`src/rtl/pattern_serializer.sv`:
```
// Parallel-load, MSB-first serializer that plays a bit pattern into the
// sequence detector, one bit per DIV clocks with a one-cycle step strobe.
module pattern_serializer #(
  parameter int WIDTH = 16,
  parameter int DIV = 50_000_000,
  localparam int LW = $clog2(WIDTH + 1)
) (
  input  logic             clock,
  input  logic             reset,
  input  logic             start,
  input  logic [WIDTH-1:0] pattern,
  input  logic [LW-1:0]    length,
  output logic             serial_out,
  output logic             step,
  output logic             busy,
  output logic             done,
  output logic [1:0]       state
);

  localparam int DW = (DIV > 1) ? $clog2(DIV) : 1;
  localparam logic [DW-1:0] DIV_LAST = DW'(DIV - 1);
  localparam logic [LW-1:0] LEN_MAX = LW'(WIDTH);

  typedef enum logic [1:0] {
    IDLE  = 2'b00,
    SHIFT = 2'b01,
    DONE  = 2'b10,
    BAD   = 2'b11
  } state_t;

  state_t           st;
  logic [WIDTH-1:0] sreg;
  logic [DW-1:0]    div;
  logic [LW-1:0]    rem;
  logic [LW-1:0]    len_clamp;

  assign len_clamp = (length > LEN_MAX) ? LEN_MAX : length;

  assign state = st;
  assign busy  = (st == SHIFT);
  assign done  = (st == DONE);

  always_ff @(posedge clock or posedge reset) begin
    if (reset) begin
      st         <= IDLE;
      serial_out <= 1'b0;
      step       <= 1'b0;
      sreg       <= '0;
      div        <= '0;
      rem        <= '0;
    end else begin
      case (st)
        IDLE: begin
          step <= 1'b0;
          if (start && (length != '0)) begin
            sreg <= pattern;
            rem  <= len_clamp;
            div  <= DIV_LAST;
            st   <= SHIFT;
          end
        end
        SHIFT: begin
          if (div != '0) begin
            div  <= div - DW'(1);
            step <= 1'b0;
          end else begin
            step       <= 1'b1;
            serial_out <= sreg[WIDTH-1];
            sreg       <= sreg << 1;
            rem        <= rem - LW'(1);
            div        <= DIV_LAST;
            if (rem == LW'(1))
              st <= DONE;
          end
        end
        DONE: begin
          st         <= IDLE;
          step       <= 1'b0;
          serial_out <= 1'b0;
        end
        default: begin
          // illegal encoding: recover to a clean IDLE
          st         <= IDLE;
          step       <= 1'b0;
          serial_out <= 1'b0;
          sreg       <= '0;
          div        <= '0;
          rem        <= '0;
        end
      endcase
    end
  end

endmodule

```
`config.mk`:
```
export PLATFORM = sky130hd
export DESIGN_NAME = pattern_serializer
export DESIGN_NICKNAME = d
export VERILOG_FILES = /design/src/rtl/pattern_serializer.sv
export SDC_FILE = /design/constraint.sdc
export NUM_CORES = 1
export LEC_CHECK = 0
export BUFFER_PORTS_ARGS = -buffer_cell sky130_fd_sc_hd__buf_4
export CAP_MARGIN = 5
export CORE_AREA = 2 2 73 75
export DETAILED_ROUTE_END_ITERATION = 8
export DIE_AREA = 0 0 75 77
export GPL_TIMING_DRIVEN = 0
export PLACE_DENSITY = 0.84
export SYNTH_ARGS = -nofsm -noshare
export SYNTH_HDL_FRONTEND = slang
export SYNTH_SLANG_ARGS = --single-unit
```
`constraint.sdc`:
```
create_clock -name clock -period 2.3 [get_ports clock]
set_input_delay 0.46 -clock clock [delete_from_list [all_inputs] [get_ports clock]]
set_output_delay 0.46 -clock clock [all_outputs]
set_load 0.01 [all_outputs]
```
==> results_dict.tcl <==
set metrics [dict create \
    r2r_setup_slack_ns 0.08 \
    wirelength_um 6770 \
    dieArea_sq_um 5780 \
    peakVddDrop_mv 0.482 \
    r2r-end "sreg[4]$_DFFE_PP0P_" \
    post-route-min-period_ns 2.22 \
    synth-simple-area-share 0.164 \
    syn_area_sq_um 2840 \
    die_width_um 75 \
    cap_violations 0 \
    remaining_drc_errors 0 \
    synthCells 299 \
    fin_ws_ns 0.0827 \
    tritoncts "done" \
    design_area_sq_um 3450 \
    synth_area_per_cell_sq_um 9.51 \
    yosysWarningCount 0 \
    critPathKind "flip-flop to flip-flop" \
    critical_path.cell_chain "or4_4, and4b_2, a21oi_1, buf_4, clkbuf_4, o21ai_1, o31ai_2" \
    timing.fmax_mhz 451 \
    wl_per_cell_um 16.2 \
    antenna_found_initial 0 \
    hp-class "input pin to async pin" \
    synth.yosys.seq_area_share 0.449 \
    drt-initial-drc-count 217 \
    rsz0062_at_grt "yes" \
    n_fill_cell 369 \
    place_area_sq_um 3170 \
    synth_edf_count 0 \
    clockBufferDepth 2 \
    critPathMaxFanout 10 \
    seqCellArea_sq_um 1280 \
    muxShareOfSynthArea 0.0634 \
    power.density_nw_per_um2 763 \
    max_stage_delay_ns 0.55 \
    slowest_stage "or4_4" \
    grt_pass1_vias 2388 \
    r2r_start "div[19]$_DFFE_PP0P_" \
    cts-root-buf "clkbuf_8" \
    gr-usage-all-layers 0.252 \
    async_flop_share 1.00 \
    place_ws_ns -0.281 \
    dp_hpwl_um 4580 \
    p_leak_nw 1.55 \
    ys.flop_type "dfrtp_1" \
    drtPass1Iterations 5 \
    ys_seq_elements 51 \
    cp-end-kind "flip-flop" \
    grt_max_degree 34 \
    cts.reportedPaths.clkPinSlew_ns 0.09 \
    nNetsFinal 373 \
    gr-total-overflow 0 \
    start_kind "flip-flop" \
    start_util 0.571 \
    rows 26 \
    io_buffers 29 \
    cts_sinks 51 \
    gp_congestion 0.918 \
    arrival_ns 2.40 \
    grt_pass1_wl_um 11300 \
    coreArea_sq_um 4980 \
    outcome "finished, final reports clean" \
    synthAdderAreaFrac 0.0132 \
    antenna_left 0 \
    required_ns 2.48 \
    io_pins 30 \
    die_h_um 77 \
    setup_viol 0 \
    holdBufCountCts 0 \
    num_vias 2554 \
    maxSlewHeadroom 0.548 \
    clock_latency_ns 0.31 \
    period_share 0.964 \
    ys_types 47 \
    multi_input_area_sq_um 1520 \
    synthXorXnorAreaFrac 0.0277 \
    area_growth_pct 21.2 \
    routed_via_density 6.12 \
    reg2reg_depth 7 \
    postSynthNetCount 326 \
    synth_top_family_by_area "compound AO/OA/AOI/OAI gates" \
    fin_worst_skew_ns 0.0118 \
    tightest_slew_ns 0.678 \
    cts_made_buffers 5 \
    maxSlewViolCount 0 \
    antenna_cells 0 \
    synth_compound_area_frac 0.237 \
    htreeDepth 2 \
    drive_gt1_frac 0.242 \
    final_hold_viol_count 0 \
]
-- power breakdown --
group | internal [W] | total (W) | leakage, nW | switching [W]
registers | 0.00112 | 0.00136 | 0.618 | 0.000246
clock network | 0.000275 | 0.000565 | 0.0515 | 0.000290
logic | 0.000352 | 0.000702 | 0.877 | 0.000349
-- kinds of logic (layout without fill, tap and decap cells) --
logic type | Yosys count | in the layout
compound gates | 103 | 103
simple gates | 85 | 85
flops | 51 | 51
buf+inv | 30 | 78
mux | 18 | 18
xor+xnor | 9 | 9
fa+ha+maj | 3 | 3
-- state kept, by name (all words and copies together) (netlist names) --
register / flops
div: 26
rem: 5
serial_out: 1
sreg: 16
state: 2
step: 1
-- metal layers --
metal	vias to the layer above	GRT usage	routed length, um
met5	-	0	0
li1	1199	-	-
met4	0	0.0643	43
met3	5	0.0394	302
met2	83	0.391	3310
met1	1267	0.368	3120
-- metrics by stage --
stage | TNS (ns) | total power [W] | instances | hold slack [ns] | utilization
6_report | 0 | 0.00263 | 417 | 0.140 | 0.692
5_1_grt | -0.0132 | 0.00279 | 417 | 0.182 | 0.692
4_1_cts | -0.124 | 0.00253 | 407 | 0.154 | 0.663
3_5_place_dp | -3.81 | 0.00195 | 399 | 0.480 | 0.637
3_3_place_gp | -3.72 | 0.00191 | 398 | 0.459 | 0.633
2_1_floorplan | 0 | 0.00177 | 299 | 0.450 | -
-- cells in the mapped netlist (5+ instances only) --
cell / n / area share
dfrtp_1: 51 / 0.45
o21ai_0: 28 / 0.049
nor2_1: 20 / 0.026
mux2i_1: 18 / 0.063
a21oi_1: 16 / 0.028
o21ai_1: 15 / 0.026
clkbuf_1: 14 / 0.018
nand2_1: 13 / 0.017
nor3_1: 12 / 0.021
nor4_1: 12 / 0.026
o31ai_1: 12 / 0.032
inv_1: 9 / 0.012
xnor2_1: 9 / 0.028
o31ai_2: 7 / 0.031
or3_1: 5 / 0.011
-- cell type report --
type / count / share of cell area
clock buffers: 8 / 0.0290
plain buffers: 20 / 0.0320
well taps: 70 / 0.0254
multi-input cells: 218 / 0.440
inverters: 9 / 0.00980
repair buffers: 41 / 0.0930
flip-flops and latches: 51 / 0.371
-- worst max-delay path, delay by kind of cell (launching register included) --
kind | cells | cell delay (ns)
and+or+nand+nor | 2 | 0.91
DFF | 1 | 0.44
buffers and inverters | 2 | 0.38
AOI/OAI and AO/OA | 3 | 0.35
-- cell usage in the layout (no fill, tap or decap), drive strengths merged, types with 2 or more instances in the layout --
cell type and instances:
a211oi 2, a21o 4, a21oi 16, a22o 3
a31oi 3, and3 2, buf 46, clkbuf 23
dfrtp 51, ha 3, inv 9, mux2i 18
nand2 13, nand2b 2, nand3 4, nor2 21
nor2b 4, nor3 12, nor3b 3, nor4 13
o21ai 43, o31a 3, o31ai 19, or3 5
or4 3, xnor2 9
-- what timing repair did --
item | 4_1_cts | 5_1_grt
resized for setup | 6 | 25
setup buffers | 0 | 11
pin swaps | 0 | 3
setup endpoints to repair | 39 | 43
-- how the worst max path moves through the flow --
stage	from	to	slack, ns	cells after the start
after floorplan	div[18]$_DFFE_PP0P_	sreg[15]$_DFFE_PP0P_	0.22	7
final	div[19]$_DFFE_PP0P_	sreg[4]$_DFFE_PP0P_	0.08	7
after global placement	state[0]$_DFFE_PP0P_	sreg[3]$_DFFE_PP0P_	-0.22	7
after CTS	state[0]$_DFFE_PP0P_	div[6]$_DFFE_PP0P_	-0.04	6
after detailed placement	state[0]$_DFFE_PP0P_	sreg[15]$_DFFE_PP0P_	-0.28	7
after global routing	div[11]$_DFFE_PP0P_	sreg[3]$_DFFE_PP0P_	-0.01	8
Note: power is estimated with default switching activity, not from simulation.
